## src/rtl/pkt_hdr_extract_pkg.sv

```systemverilog
// -----------------------------------------------------------------------------
// pkt_hdr_extract_pkg
//   Shared types and constants for the header-extract stage and its consumers.
//   metadata_t is the parser's in_meta record. This stage fills only pktID,
//   flits, empty and last_7_bytes. All remaining fields are left at zero for
//   later stages to fill.
// -----------------------------------------------------------------------------
package pkt_hdr_extract_pkg;

  localparam int DATA_W      = 512;                 // one 64-byte flit
  localparam int EMPTY_W     = 6;                   // invalid bytes in an eop flit
  localparam int DEF_PKT_NUM = 1024;                // default number of packet IDs
  localparam int PKT_AWIDTH  = $clog2(DEF_PKT_NUM); // width of metadata pktID
  localparam int META_FLIT_W = 16;                  // width of metadata flit count
  localparam int LAST_BYTES  = 7;                   // trailing bytes kept per packet
  localparam int TAIL_W      = LAST_BYTES * 8;

  typedef struct packed {
    logic [PKT_AWIDTH-1:0]  pktID;
    logic [META_FLIT_W-1:0] flits;
    logic [EMPTY_W-1:0]     empty;
    logic [TAIL_W-1:0]      last_7_bytes;
    logic [15:0]            pkt_len;
    logic [7:0]             prot;
    logic [31:0]            hash;
  } metadata_t;

endpackage

```

## src/rtl/pkt_hdr_extract_if.sv

```systemverilog
// -----------------------------------------------------------------------------
// pkt_hdr_extract_if
//   Valid/ready packet flit stream, used on the RX input, the packet-buffer
//   output and the parser header output.
//   data  : flit, byte 0 at [511:504]
//   valid : flit present        ready : sink can take it
//   sop   : first flit          eop   : last flit
//   empty : invalid bytes at the tail of an eop flit
//   master drives data/valid/sop/eop/empty; slave drives ready.
// -----------------------------------------------------------------------------
interface pkt_hdr_extract_if;
  import pkt_hdr_extract_pkg::*;

  logic [DATA_W-1:0]  data;
  logic               valid;
  logic               ready;
  logic               sop;
  logic               eop;
  logic [EMPTY_W-1:0] empty;

  modport master (output data, valid, sop, eop, empty, input  ready);
  modport slave  (input  data, valid, sop, eop, empty, output ready);

endinterface

```

## src/rtl/pkt_hdr_extract_tail_bytes_sel.sv

```systemverilog
// -----------------------------------------------------------------------------
// tail_bytes_sel
//   Picks the last 7 valid bytes of a packet from the eop flit. When fewer than
//   7 bytes of the eop flit are valid, the window extends into the tail of the
//   previous flit.
//   prev  : low 7 bytes of the previous flit (or zero)
//   data  : eop flit
//   empty : invalid bytes at the end of the eop flit
//   tail  : selected 7 bytes, oldest byte in the top bits
// -----------------------------------------------------------------------------
module tail_bytes_sel
  import pkt_hdr_extract_pkg::*;
(
  input  logic [TAIL_W-1:0]  prev,
  input  logic [DATA_W-1:0]  data,
  input  logic [EMPTY_W-1:0] empty,
  output logic [TAIL_W-1:0]  tail
);

  logic [TAIL_W+DATA_W-1:0] joined;
  logic [9:0]               bit_ofs;

  // Invalid bytes sit at the low end of the big-endian flit. Skipping
  // empty*8 bits from the bottom places the window on the last valid byte.
  assign joined  = {prev, data};
  assign bit_ofs = {1'b0, empty, 3'b000};
  assign tail    = joined[bit_ofs +: TAIL_W];

endmodule

```

## src/rtl/pkt_hdr_extract.sv

```systemverilog
// -----------------------------------------------------------------------------
// pkt_hdr_extract
//   Placed between the Ethernet RX stream and the parser / packet buffer.
//   Every accepted flit is forwarded to the packet buffer through one register
//   stage, except stray flits that arrive outside a packet. The first flit of
//   each packet is captured. At eop it is emitted to the parser as a single
//   sop=eop=1 flit, together with partially filled metadata.
//
//   clk, rst        : clock, synchronous active-high reset
//   in_pkt          : RX flit stream (slave)
//   out_pkt         : forwarded stream to the packet buffer (master)
//   out_hdr         : first flit of each packet, to the parser (master)
//   out_meta_*      : metadata for the parser. Forms one slot with out_hdr.
//   stat_pkt_cnt    : packets emitted (wraps)
//   stat_err_cnt    : framing errors: stray flit, or sop inside a packet (wraps)
// -----------------------------------------------------------------------------
module pkt_hdr_extract
  import pkt_hdr_extract_pkg::*;
#(
  parameter int PKT_NUM = DEF_PKT_NUM,
  parameter int FLIT_W  = META_FLIT_W
) (
  input  logic                     clk,
  input  logic                     rst,
  pkt_hdr_extract_if.slave         in_pkt,
  pkt_hdr_extract_if.master        out_pkt,
  pkt_hdr_extract_if.master        out_hdr,
  output metadata_t                out_meta_data,
  output logic                     out_meta_valid,
  input  logic                     out_meta_ready,
  output logic [31:0]              stat_pkt_cnt,
  output logic [31:0]              stat_err_cnt
);

  localparam int               PID_W    = (PKT_NUM > 1) ? $clog2(PKT_NUM) : 1;
  localparam logic [PID_W-1:0] PID_LAST = PID_W'(PKT_NUM - 1);

  localparam logic [0:0] ST_IDLE = 1'b0;
  localparam logic [0:0] ST_BODY = 1'b1;

  logic [0:0]         state;
  logic [DATA_W-1:0]  hdr_q;
  logic [FLIT_W-1:0]  flit_cnt;
  logic [TAIL_W-1:0]  prev_tail;
  logic [PID_W-1:0]   pid_cnt;

  logic               fwd_valid_q;
  logic [DATA_W-1:0]  fwd_data_q;
  logic               fwd_sop_q;
  logic               fwd_eop_q;
  logic [EMPTY_W-1:0] fwd_empty_q;

  logic               slot_valid_q;
  logic [DATA_W-1:0]  slot_hdr_q;
  logic [EMPTY_W-1:0] slot_empty_q;
  metadata_t          slot_meta_q;

  logic               pkt_adv;
  logic               slot_free;
  logic               slot_consume;
  logic               accept;
  logic               in_body;
  logic               drop;
  logic               fwd;
  logic               emit;
  logic               framing_err;
  logic [FLIT_W-1:0]  flits_inc;
  logic [FLIT_W-1:0]  emit_flits;
  logic [DATA_W-1:0]  emit_hdr;
  logic [TAIL_W-1:0]  tail_prev;
  logic [TAIL_W-1:0]  emit_tail;
  metadata_t          emit_meta;

  // ---------------------------------------------------------------------------
  // Handshake. Ready comes only from output-side state, never from in_pkt.valid.
  // ---------------------------------------------------------------------------
  assign pkt_adv      = !fwd_valid_q || out_pkt.ready;
  assign slot_free    = !slot_valid_q || (out_meta_ready && out_hdr.ready);
  assign slot_consume = slot_valid_q && out_meta_ready && out_hdr.ready;
  assign in_pkt.ready = pkt_adv && slot_free;

  assign accept      = in_pkt.valid && in_pkt.ready;
  assign in_body     = (state == ST_BODY);
  assign drop        = accept && !in_pkt.sop && !in_body;
  assign fwd         = accept && !drop;
  assign emit        = accept && in_pkt.eop && (in_pkt.sop || in_body);
  assign framing_err = drop || (accept && in_pkt.sop && in_body);

  assign flits_inc  = (&flit_cnt) ? flit_cnt : flit_cnt + FLIT_W'(1);
  // A sop flit starts a fresh packet even if one was already open.
  assign emit_flits = in_pkt.sop ? FLIT_W'(1) : flits_inc;
  assign emit_hdr   = in_pkt.sop ? in_pkt.data : hdr_q;
  assign tail_prev  = in_pkt.sop ? '0 : prev_tail;

  tail_bytes_sel u_tail_bytes_sel (
    .prev  (tail_prev),
    .data  (in_pkt.data),
    .empty (in_pkt.empty),
    .tail  (emit_tail)
  );

  // NOTE: each combinational output gets a default before any assignment, so
  // no path can leave it unassigned and infer a latch.
  always_comb begin
    emit_meta              = '0;
    emit_meta.pktID        = PKT_AWIDTH'(pid_cnt);
    emit_meta.flits        = META_FLIT_W'(emit_flits);
    emit_meta.empty        = in_pkt.empty;
    emit_meta.last_7_bytes = emit_tail;
  end

  // ---------------------------------------------------------------------------
  // Forwarding register toward the packet buffer (latency 1)
  // ---------------------------------------------------------------------------
  // NOTE: sequential state uses non-blocking assignments, so every register
  // samples its pre-edge inputs regardless of statement order.
  always_ff @(posedge clk) begin
    if (rst) begin
      fwd_valid_q <= 1'b0;
      fwd_data_q  <= '0;
      fwd_sop_q   <= 1'b0;
      fwd_eop_q   <= 1'b0;
      fwd_empty_q <= '0;
    end else if (pkt_adv) begin
      fwd_valid_q <= fwd;
      if (fwd) begin
        fwd_data_q  <= in_pkt.data;
        fwd_sop_q   <= in_pkt.sop;
        fwd_eop_q   <= in_pkt.eop;
        fwd_empty_q <= in_pkt.empty;
      end
    end
  end

  assign out_pkt.valid = fwd_valid_q;
  assign out_pkt.data  = fwd_data_q;
  assign out_pkt.sop   = fwd_sop_q;
  assign out_pkt.eop   = fwd_eop_q;
  assign out_pkt.empty = fwd_empty_q;

  // ---------------------------------------------------------------------------
  // Packet tracking: header capture, flit count, previous-flit tail
  // ---------------------------------------------------------------------------
  // NOTE: the wide header register is reset along with the control state.
  // Its contents can reach out_hdr_data, and that output must read zero
  // after reset.
  always_ff @(posedge clk) begin
    if (rst) begin
      state     <= ST_IDLE;
      hdr_q     <= '0;
      flit_cnt  <= '0;
      prev_tail <= '0;
    end else if (accept) begin
      if (in_pkt.sop) begin
        hdr_q     <= in_pkt.data;
        flit_cnt  <= FLIT_W'(1);
        prev_tail <= '0;
        state     <= in_pkt.eop ? ST_IDLE : ST_BODY;
      end else if (in_body) begin
        flit_cnt  <= flits_inc;
        prev_tail <= in_pkt.data[TAIL_W-1:0];
        if (in_pkt.eop) state <= ST_IDLE;
      end
    end
  end

  // ---------------------------------------------------------------------------
  // Header/metadata slot. A new emit wins over a same-cycle consume, so the
  // slot reloads and stays valid.
  // ---------------------------------------------------------------------------
  always_ff @(posedge clk) begin
    if (rst) begin
      slot_valid_q <= 1'b0;
      slot_hdr_q   <= '0;
      slot_empty_q <= '0;
      slot_meta_q  <= '0;
    end else if (emit) begin
      slot_valid_q <= 1'b1;
      slot_hdr_q   <= emit_hdr;
      slot_empty_q <= in_pkt.sop ? in_pkt.empty : '0;
      slot_meta_q  <= emit_meta;
    end else if (slot_consume) begin
      slot_valid_q <= 1'b0;
    end
  end

  assign out_hdr.valid  = slot_valid_q;
  assign out_hdr.data   = slot_hdr_q;
  assign out_hdr.sop    = slot_valid_q;
  assign out_hdr.eop    = slot_valid_q;
  assign out_hdr.empty  = slot_empty_q;
  assign out_meta_valid = slot_valid_q;
  assign out_meta_data  = slot_meta_q;

  // ---------------------------------------------------------------------------
  // Packet ID and statistics
  // ---------------------------------------------------------------------------
  always_ff @(posedge clk) begin
    if (rst) begin
      pid_cnt      <= '0;
      stat_pkt_cnt <= '0;
      stat_err_cnt <= '0;
    end else begin
      if (emit) begin
        pid_cnt      <= (pid_cnt == PID_LAST) ? '0 : pid_cnt + PID_W'(1);
        stat_pkt_cnt <= stat_pkt_cnt + 32'd1;
      end
      if (framing_err) stat_err_cnt <= stat_err_cnt + 32'd1;
    end
  end

endmodule
```

## src/flat_wrapper.sv

```systemverilog
// flat-port wrapper written by rule: the top's interface ports become plain ports
module pkt_hdr_extract_flat import pkt_hdr_extract_pkg::*;
#(
  parameter int PKT_NUM = DEF_PKT_NUM,
  parameter int FLIT_W  = META_FLIT_W
)
  (clk, rst, out_meta_data, out_meta_valid, out_meta_ready, stat_pkt_cnt, stat_err_cnt, in_pkt_data, in_pkt_valid, in_pkt_sop, in_pkt_eop, in_pkt_empty, in_pkt_ready, out_pkt_data, out_pkt_valid, out_pkt_sop, out_pkt_eop, out_pkt_empty, out_pkt_ready, out_hdr_data, out_hdr_valid, out_hdr_sop, out_hdr_eop, out_hdr_empty, out_hdr_ready);
  pkt_hdr_extract_if in_pkt_i ();
  pkt_hdr_extract_if out_pkt_i ();
  pkt_hdr_extract_if out_hdr_i ();
  input  logic clk;
  input  logic rst;
  output metadata_t out_meta_data;
  output logic out_meta_valid;
  input  logic out_meta_ready;
  output logic [31:0] stat_pkt_cnt;
  output logic [31:0] stat_err_cnt;
  input wire logic [$bits(in_pkt_i.data)-1:0] in_pkt_data;
  input wire logic [$bits(in_pkt_i.valid)-1:0] in_pkt_valid;
  input wire logic [$bits(in_pkt_i.sop)-1:0] in_pkt_sop;
  input wire logic [$bits(in_pkt_i.eop)-1:0] in_pkt_eop;
  input wire logic [$bits(in_pkt_i.empty)-1:0] in_pkt_empty;
  output wire logic [$bits(in_pkt_i.ready)-1:0] in_pkt_ready;
  output wire logic [$bits(out_pkt_i.data)-1:0] out_pkt_data;
  output wire logic [$bits(out_pkt_i.valid)-1:0] out_pkt_valid;
  output wire logic [$bits(out_pkt_i.sop)-1:0] out_pkt_sop;
  output wire logic [$bits(out_pkt_i.eop)-1:0] out_pkt_eop;
  output wire logic [$bits(out_pkt_i.empty)-1:0] out_pkt_empty;
  input wire logic [$bits(out_pkt_i.ready)-1:0] out_pkt_ready;
  output wire logic [$bits(out_hdr_i.data)-1:0] out_hdr_data;
  output wire logic [$bits(out_hdr_i.valid)-1:0] out_hdr_valid;
  output wire logic [$bits(out_hdr_i.sop)-1:0] out_hdr_sop;
  output wire logic [$bits(out_hdr_i.eop)-1:0] out_hdr_eop;
  output wire logic [$bits(out_hdr_i.empty)-1:0] out_hdr_empty;
  input wire logic [$bits(out_hdr_i.ready)-1:0] out_hdr_ready;
  assign in_pkt_i.data = in_pkt_data;
  assign in_pkt_i.valid = in_pkt_valid;
  assign in_pkt_i.sop = in_pkt_sop;
  assign in_pkt_i.eop = in_pkt_eop;
  assign in_pkt_i.empty = in_pkt_empty;
  assign in_pkt_ready = in_pkt_i.ready;
  assign out_pkt_data = out_pkt_i.data;
  assign out_pkt_valid = out_pkt_i.valid;
  assign out_pkt_sop = out_pkt_i.sop;
  assign out_pkt_eop = out_pkt_i.eop;
  assign out_pkt_empty = out_pkt_i.empty;
  assign out_pkt_i.ready = out_pkt_ready;
  assign out_hdr_data = out_hdr_i.data;
  assign out_hdr_valid = out_hdr_i.valid;
  assign out_hdr_sop = out_hdr_i.sop;
  assign out_hdr_eop = out_hdr_i.eop;
  assign out_hdr_empty = out_hdr_i.empty;
  assign out_hdr_i.ready = out_hdr_ready;
  pkt_hdr_extract #(.PKT_NUM(PKT_NUM), .FLIT_W(FLIT_W)) u_core (.clk(clk), .rst(rst), .in_pkt(in_pkt_i), .out_pkt(out_pkt_i), .out_hdr(out_hdr_i), .out_meta_data(out_meta_data), .out_meta_valid(out_meta_valid), .out_meta_ready(out_meta_ready), .stat_pkt_cnt(stat_pkt_cnt), .stat_err_cnt(stat_err_cnt));
endmodule
```

## config.mk

```make
export PLATFORM = sky130hd
export DESIGN_NAME = pkt_hdr_extract_flat
export DESIGN_NICKNAME = d
export VERILOG_FILES = /design/src/rtl/pkt_hdr_extract_pkg.sv /design/src/rtl/pkt_hdr_extract_if.sv /design/src/rtl/pkt_hdr_extract_tail_bytes_sel.sv /design/src/rtl/pkt_hdr_extract.sv /design/src/flat_wrapper.sv
export SDC_FILE = /design/constraint.sdc
export NUM_CORES = 2
export LEC_CHECK = 0
export BUFFER_PORTS_ARGS = -buffer_cell sky130_fd_sc_hd__buf_4
export CAP_MARGIN = 20
export CORE_AREA = 2 2 688 690
export CTS_CLUSTER_SIZE = 20
export DETAILED_ROUTE_END_ITERATION = 8
export DIE_AREA = 0 0 690 692
export PLACE_DENSITY = 0.4
export SLEW_MARGIN = 20
export SYNTH_ARGS = -nofsm -noshare
export SYNTH_HDL_FRONTEND = slang
export SYNTH_SLANG_ARGS = --single-unit
export TNS_END_PERCENT = 20
```

## constraint.sdc

```tcl
create_clock -name clk -period 2.03 [get_ports clk]
set_input_delay 0 -clock clk [delete_from_list [all_inputs] [get_ports clk]]
set_output_delay 0 -clock clk [all_outputs]
set_load 0.005 [all_outputs]
```

After elaboration in Yosys (flattened, before gate mapping)
Index checks and enable logic that the tools add are counted.
{"block": "classes", "mux": 15, "reduce_logical": 26, "addsub": 4, "n_eq_ne": 1, "shift": 1}
{"cell": "$shiftx A568 B10 Y56", "count": 1}
{"cell": "$mux W512", "count": 1}
{"cell": "$mux W56", "count": 3}
{"cell": "$add A32 B1 Y32 const B", "count": 2}
{"cell": "$mux W16", "count": 4}
{"cell": "$add A16 B1 Y16 const B", "count": 1}
{"cell": "$reduce_and A16 Y1", "count": 1}
{"cell": "$logic_and A1 B1 Y1", "count": 12}
{"cell": "$add A10 B1 Y10 const B", "count": 1}
{"cell": "$eq A10 B10 Y1 const B", "count": 1}
{"cell": "$mux W10", "count": 1}
{"cell": "$mux W6", "count": 1}
{"cell": "$logic_not A1 Y1", "count": 5}
{"cell": "$mux W1", "count": 5}
{"cell": "$logic_or A1 B1 Y1", "count": 4}
{"cell": "$reduce_and A2 Y1", "count": 2}
{"cell": "$reduce_bool A2 Y1", "count": 2}
{"block": "word_totals", "elab_cells": 66, "reg_bits": 1787, "input_bits": 526, "out_inout_bits": 1252}

Longest topological paths before layout
{"block": "depth", "ltp_word": 9, "ltp_mapped": 12}

Cells and area by module
A second synthesis with hierarchy kept.
{"block": "hier_totals", "cells_unflattened": 9803, "area_unflattened_um2": 86426.6}
{"mod": "pkt_hdr_extract", "area_each_um2": 67918.9, "seq_area_each_um2": 35774.3, "instances": 1, "cells_per_inst": 8121}
{"mod": "tail_bytes_sel", "area_each_um2": 18507.8, "seq_area_each_um2": 0.0, "instances": 1, "cells_per_inst": 1682}

Worst setup path after synthesis
No wires, ideal clock.
{"block": "synth_path", "kind": "register -> register", "start": "reg u_core.flit_cnt[0]", "end": "reg u_core.slot_meta_q, in the netlist u_core.out_meta_data[123]", "arrival_ps": 2036, "setup_time_ps": 101, "path_stages_with_launch": 8, "slack_ps": -107, "required_ps": 1929, "cell_sequence": "dfxtp_1 > ha_1 > nand2_1 > nor4_2 > a21oi_1 > and3_1 > xnor2_1 > o41ai_1"}
{"block": "synth_between", "elab_chain_len": 3}
{"element": "start, declared", "line_no": "pkt_hdr_extract.sv:43", "rtl": "logic [FLIT_W-1:0] flit_cnt;"}
{"element": "start signal, assigned", "line_no": "pkt_hdr_extract.sv:160", "rtl": "flit_cnt <= flits_inc;"}
{"element": "$add A16 B1 Y16 or $reduce_and A16 Y1 (tied branches)", "line_no": "pkt_hdr_extract.sv:89", "rtl": "assign flits_inc = (&flit_cnt) ? flit_cnt : flit_cnt + FLIT_W'(1);"}
{"element": "$mux W16 (*)", "line_no": "pkt_hdr_extract.sv:89"}
{"element": "$mux W16 (*)", "line_no": "pkt_hdr_extract.sv:91", "rtl": "assign emit_flits = in_pkt.sop ? FLIT_W'(1) : flits_inc;"}
{"element": "end signal, assigned", "line_no": "pkt_hdr_extract.sv:181", "rtl": "slot_meta_q <= emit_meta;"}
{"element": "end, declared", "line_no": "pkt_hdr_extract.sv:56", "rtl": "metadata_t slot_meta_q;"}
Every way passes the cells marked *; elsewhere a longest branch is shown, timed or not.
A chain may end at the register's enable or synchronous reset.

Worst setup path after layout
{"block": "layout_path", "start": "reg u_core.slot_valid_q, in the netlist u_core.out_hdr.eop", "end": "reg u_core.slot_hdr_q[202], in the netlist u_core.out_hdr.data[202]"}
{"block": "layout_between", "elab_chain_len": 6}
{"element": "start, declared", "line_no": "pkt_hdr_extract.sv:53", "rtl": "logic slot_valid_q;"}
{"element": "start signal, assigned", "line_no": "pkt_hdr_extract.sv:173", "rtl": "slot_valid_q <= 1'b0;"}
{"element": "start signal, assigned", "line_no": "pkt_hdr_extract.sv:178", "rtl": "slot_valid_q <= 1'b1;"}
{"element": "start signal, assigned", "line_no": "pkt_hdr_extract.sv:183", "rtl": "slot_valid_q <= 1'b0;"}
{"element": "$logic_not A1 Y1", "line_no": "pkt_hdr_extract.sv:78", "rtl": "assign slot_free = !slot_valid_q || (out_meta_ready && out_hdr.ready);"}
{"element": "$logic_or A1 B1 Y1", "line_no": "pkt_hdr_extract.sv:78"}
{"element": "$logic_and A1 B1 Y1", "line_no": "pkt_hdr_extract.sv:80", "rtl": "assign in_pkt.ready = pkt_adv && slot_free;"}
{"element": "$logic_and A1 B1 Y1", "line_no": "pkt_hdr_extract.sv:82", "rtl": "assign accept = in_pkt.valid && in_pkt.ready;"}
{"element": "$logic_and A1 B1 Y1 (2 in a row)", "line_no": "pkt_hdr_extract.sv:86", "rtl": "assign emit = accept && in_pkt.eop && (in_pkt.sop || in_body);"}
{"element": "end signal, assigned", "line_no": "pkt_hdr_extract.sv:179", "rtl": "slot_hdr_q <= emit_hdr;"}
{"element": "end, declared", "line_no": "pkt_hdr_extract.sv:54", "rtl": "logic [DATA_W-1:0] slot_hdr_q;"}
Every way passes these cells.

==> results by group <==
Synthesis
  – Synth cell count leaders: nand2_1, dfxtp_1, a21oi_1, nor2_1, mux2i_1
  – Syn. warnings: 0
  – EDFF count, synth: 0
  – Netlist cell types: 79
  – Most numerous cell in the Yosys netlist: nand2_1
  – Avg Cell Area, Syn: 9.000 µm²
  – Synth Flop Type: dfxtp_1
  – Yosys top cell by area: dfxtp_1
  – Post-Syn Area: 87570 µm²
  – Syn Inst Count: ~9700
  – Area contributors post-synth: dfxtp_1, mux4_2, nand2_1
  – Post-synthesis sequential area ratio: between 40% and 50%
  – Yosys reg bits: 1779
  – Yosys top cell area share: 40.67%
  – Async S/R FF share, synth: 0%

GRT
  – Overall Global Routing Usage: 27.74%
  – Initial antenna violation count: 145
  – Vias in the first global route: 90920
  – Largest net degree at the start of global routing: approximately 140
  – First-pass GRT wire length: 895900 µm
  – Overflow after GRT: 0

Floorplan
  – Core Region: about 470000 µm²
  – Die ar.: around 480000 µm²
  – Die height: 692 µm
  – Starting Density: 18.64%
  – Top Ports: between 1500 and 2000
  – Site Rows: 252
  – Die width: 690 µm

Placed design
  – Routability congestion estimate: 0.9565
  – DP Area: 116600 µm²
  – Port-buffer cells: 1721
  – DP HPWL: 543000 µm

Route
  – WL final: 710000 µm
  – Via count: 96760
  – Remaining DRCs: 0
  – Wirelength per Cell: between 30 and 40 µm
  – Antenna-violating nets left: 0
  – Initial DRC count: 9416
  – TritonRoute pass-1 iters: 6
  – Vias per inst: 4.925

Setup path
  – Critical path fanouts, max: 14
  – Crit path top cell by count: buf_16
  – CP arrival: 3.05 ns
  – Req. time, crit path: about 2.8 ns
  – Largest incremental delay on the critical path: 0.34 ns
  – Slowest stage cell, crit path: bufbuf_16
  – CP Depth: 8
  – Crit. End Element: register
  – Worst R2R Path Depth: 8
  – Worst path top cell family by delay: buffers and inverters
  – Cell Chain, Critical Path: a21bo_4, buf_6, and4_4, buf_12, buf_16, buf_16, bufbuf_16, a211oi_1
  – CP Buf/Inv Count: 5
  – Startpoint types: register
  – WS Path Type: reg2reg

Hold path
  – Hold depth: 4
  – Hold Crit Class: in2reg

STA
  – Final hold slack: 0.05358 ns
  – RSZ-0062 raised after global routing: yes
  – Final worst path period share: 112.0%
  – F_max: 0.4400 GHz
  – Fin. Hold Viols: 0
  – Fin. max-slew vios: 0
  – Final setup violation count: 1365
  – Slew headroom: 29.05%
  – PnR worst setup slack: -0.2429 ns
  – Min cycle time layout: 2.273 ns
  – Clock Skew: 0.08488 ns
  – Worst-Margin Slew: between 1 and 1.5 ns

Final layout
  – Cell area after layout: 139200 µm²
  – Area grow syn2layout: 58.94%
  – Fill cell count: 49960
  – Layout cells sized above 1: 35.13%
  – Final nets: between 10000 and 15000

CTS
  – Clk_lat worst skew: between 0.9 and 1 ns
  – # clock sinks: around 1800
  – CTS HTree Levels: 4
  – Clock buffer depth: 4
  – Worst-path clk slew: 0.06 ns
  – CTS tree: yes
  – CTS root buffer: clkbuf_16
  – CTS Buf Count: 228

Pwr
  – P_int: a little over 0.07 W
  – VDD IR max: 0.7623 mV
  – Switching pwr: 0.03531 W
  – Clock power frac: 39.9%
  – Power share of the combinational group: 24.8%
  – Pwr Total: 0.1078 W
  – P per Cell Area: around 770 nW/µm²
  – Leak Pwr: 55.70 nW
  – Switch share: 32.75%
  – Seq pwr share: a little over a third

Job
  – Maxcap violations: 0

Outcome
  – Status: finished, violations left
  – Failing checks: setup timing
## power by group through the flow
stage          logic, W  clock network [W]  registers [W]
5_1_grt          0.0274             0.0452         0.0382
4_1_cts          0.0253             0.0440         0.0380
3_5_place_dp     0.0229                  0         0.0387
3_3_place_gp     0.0229                  0         0.0387
2_1_floorplan   0.00873                  0         0.0385
6_report         0.0267             0.0431         0.0381
## timing repair
action,CTS,global route
gates cloned,31,68
hold endpoints to repair,1771,25
endpoints found under the setup margin,1658,1592
setup buffers,35,82
resized for setup,242,496
hold buffers,804,1
pin swaps,44,145
## flip-flops by register name, indices dropped and copies added (netlist names)
| signal | count |
|---|---|
| u_core.out_pkt.empty | 6 |
| u_core.in_body | 1 |
| u_core.out_hdr.data | 512 |
| u_core.stat_err_cnt | 32 |
| u_core.hdr_q | 512 |
| u_core.prev_tail | 48 |
| u_core.flit_cnt | 16 |
| u_core.stat_pkt_cnt | 32 |
| u_core.out_hdr.eop | 1 |
| u_core.out_pkt.valid | 1 |
| u_core.out_meta_data | 88 |
| u_core.out_pkt.data | 512 |
| u_core.out_pkt.eop | 1 |
| u_core.out_pkt.sop | 1 |
| u_core.out_hdr.empty | 6 |
| u_core.pid_cnt | 10 |
## worst reg2reg max path: cells and delay by family (launching register included)
family | cells | cell delay, ns
AND/OR/NAND/NOR | 1 | 0.30
AO/OA/AOI/OAI | 2 | 0.31
buffers and inverters | 5 | 1.14
flip-flops | 1 | 0.32
## routing by layer
layer | vias to the layer above | global-route usage, % | wire length, µm
met5 | - | 0 | 82
met4 | 12 | 14.45 | 44080
met3 | 1258 | 6.858 | 55070
met2 | 4981 | 44.49 | 322300
met1 | 48930 | 34.33 | 288500
li1 | 41570 | - | -
## cells in the final DEF, fill, tap and decap left out, drive strengths merged, types with 9 or more instances in the layout
cell type    synthesis  routed
mux4               568     568
buf                400    3253
nand3               70      70
nor2b               35      35
nand4               23      23
o221ai              15      15
a311oi              10      10
and4                13      13
nand2             2430    2430
and3                33      33
or3                 19      19
mux2                44      44
nor3                37      37
inv                 21      33
nor2               731     731
xnor2               31      31
and2                18      18
bufinv               0      14
xor2                27      27
a221oi              26      26
o22ai               30      30
clkbuf             547     383
mux2i              682     682
bufbuf               0       9
a31oi               29      29
nor3b               49      49
clkinv               2      56
conb                 1      56
dfxtp             1779    1779
o211ai              23      23
diode                0      54
dlygate4sd3          0     804
a22oi               20      20
nor4                20      20
a21oi             1228    1228
a211oi             570     570
o21ai               95      95
## metrics by stage
step	setup TNS, ns	worst slack [ns]	util (%)	std cells
after floorplan	-3.444	-0.05263	-	9785
after global placement	-365.13	-0.8632	24.82	18170
after detailed placement	-354.74	-0.8310	24.82	18170
after CTS	-126.18	-0.2144	28.69	19450
after global routing	-228.08	-0.3203	29.60	19600
final	-124.09	-0.2429	29.63	19650
## cells by family (layout without fill, tap and decap cells)
kind of cell    count (synthesis)  in the layout  share of synthesized area (%)
simple gates                 3501           3501                          15.99
compound gates               2123           2123                          14.51
flops                        1779           1779                          40.67
mux                          1294           1294                          22.98
buf+inv                       970           4554                          5.208
xor+xnor                       58             58                         0.5801
fa+ha+maj                       4              4                        0.05715
other cells                     1            110                       0.004282
## final cells by class
class | count | area [µm²] | area share [%]
clock buffers | 332 | 6676 | 4.797
well taps | 6223 | 7786 | 5.594
repair buffers | 4117 | 38000 | 27.30
clock inverters | 82 | 1085 | 0.7794
inverters | 23 | 100.1 | 0.07191
flip-flops and latches | 1779 | 35630 | 25.60
diodes | 54 | 135.1 | 0.09709
multi-input cells | 7036 | 49780 | 35.76
## worst paths after layout
path	start	to	slack, ns
max reg2reg	u_core.out_hdr.eop$_SDFFE_PP0P_	u_core.out_hdr.data[202]$_SDFFE_PP0P_	-0.24
min	in_pkt_data[50]	u_core.hdr_q[50]$_SDFFE_PP0N_	0.05
max	u_core.out_hdr.eop$_SDFFE_PP0P_	u_core.out_hdr.data[202]$_SDFFE_PP0P_	-0.24
min reg2reg	u_core.hdr_q[220]$_SDFFE_PP0N_	u_core.hdr_q[220]$_SDFFE_PP0N_	0.45
(Power assumes the default switching activity.)
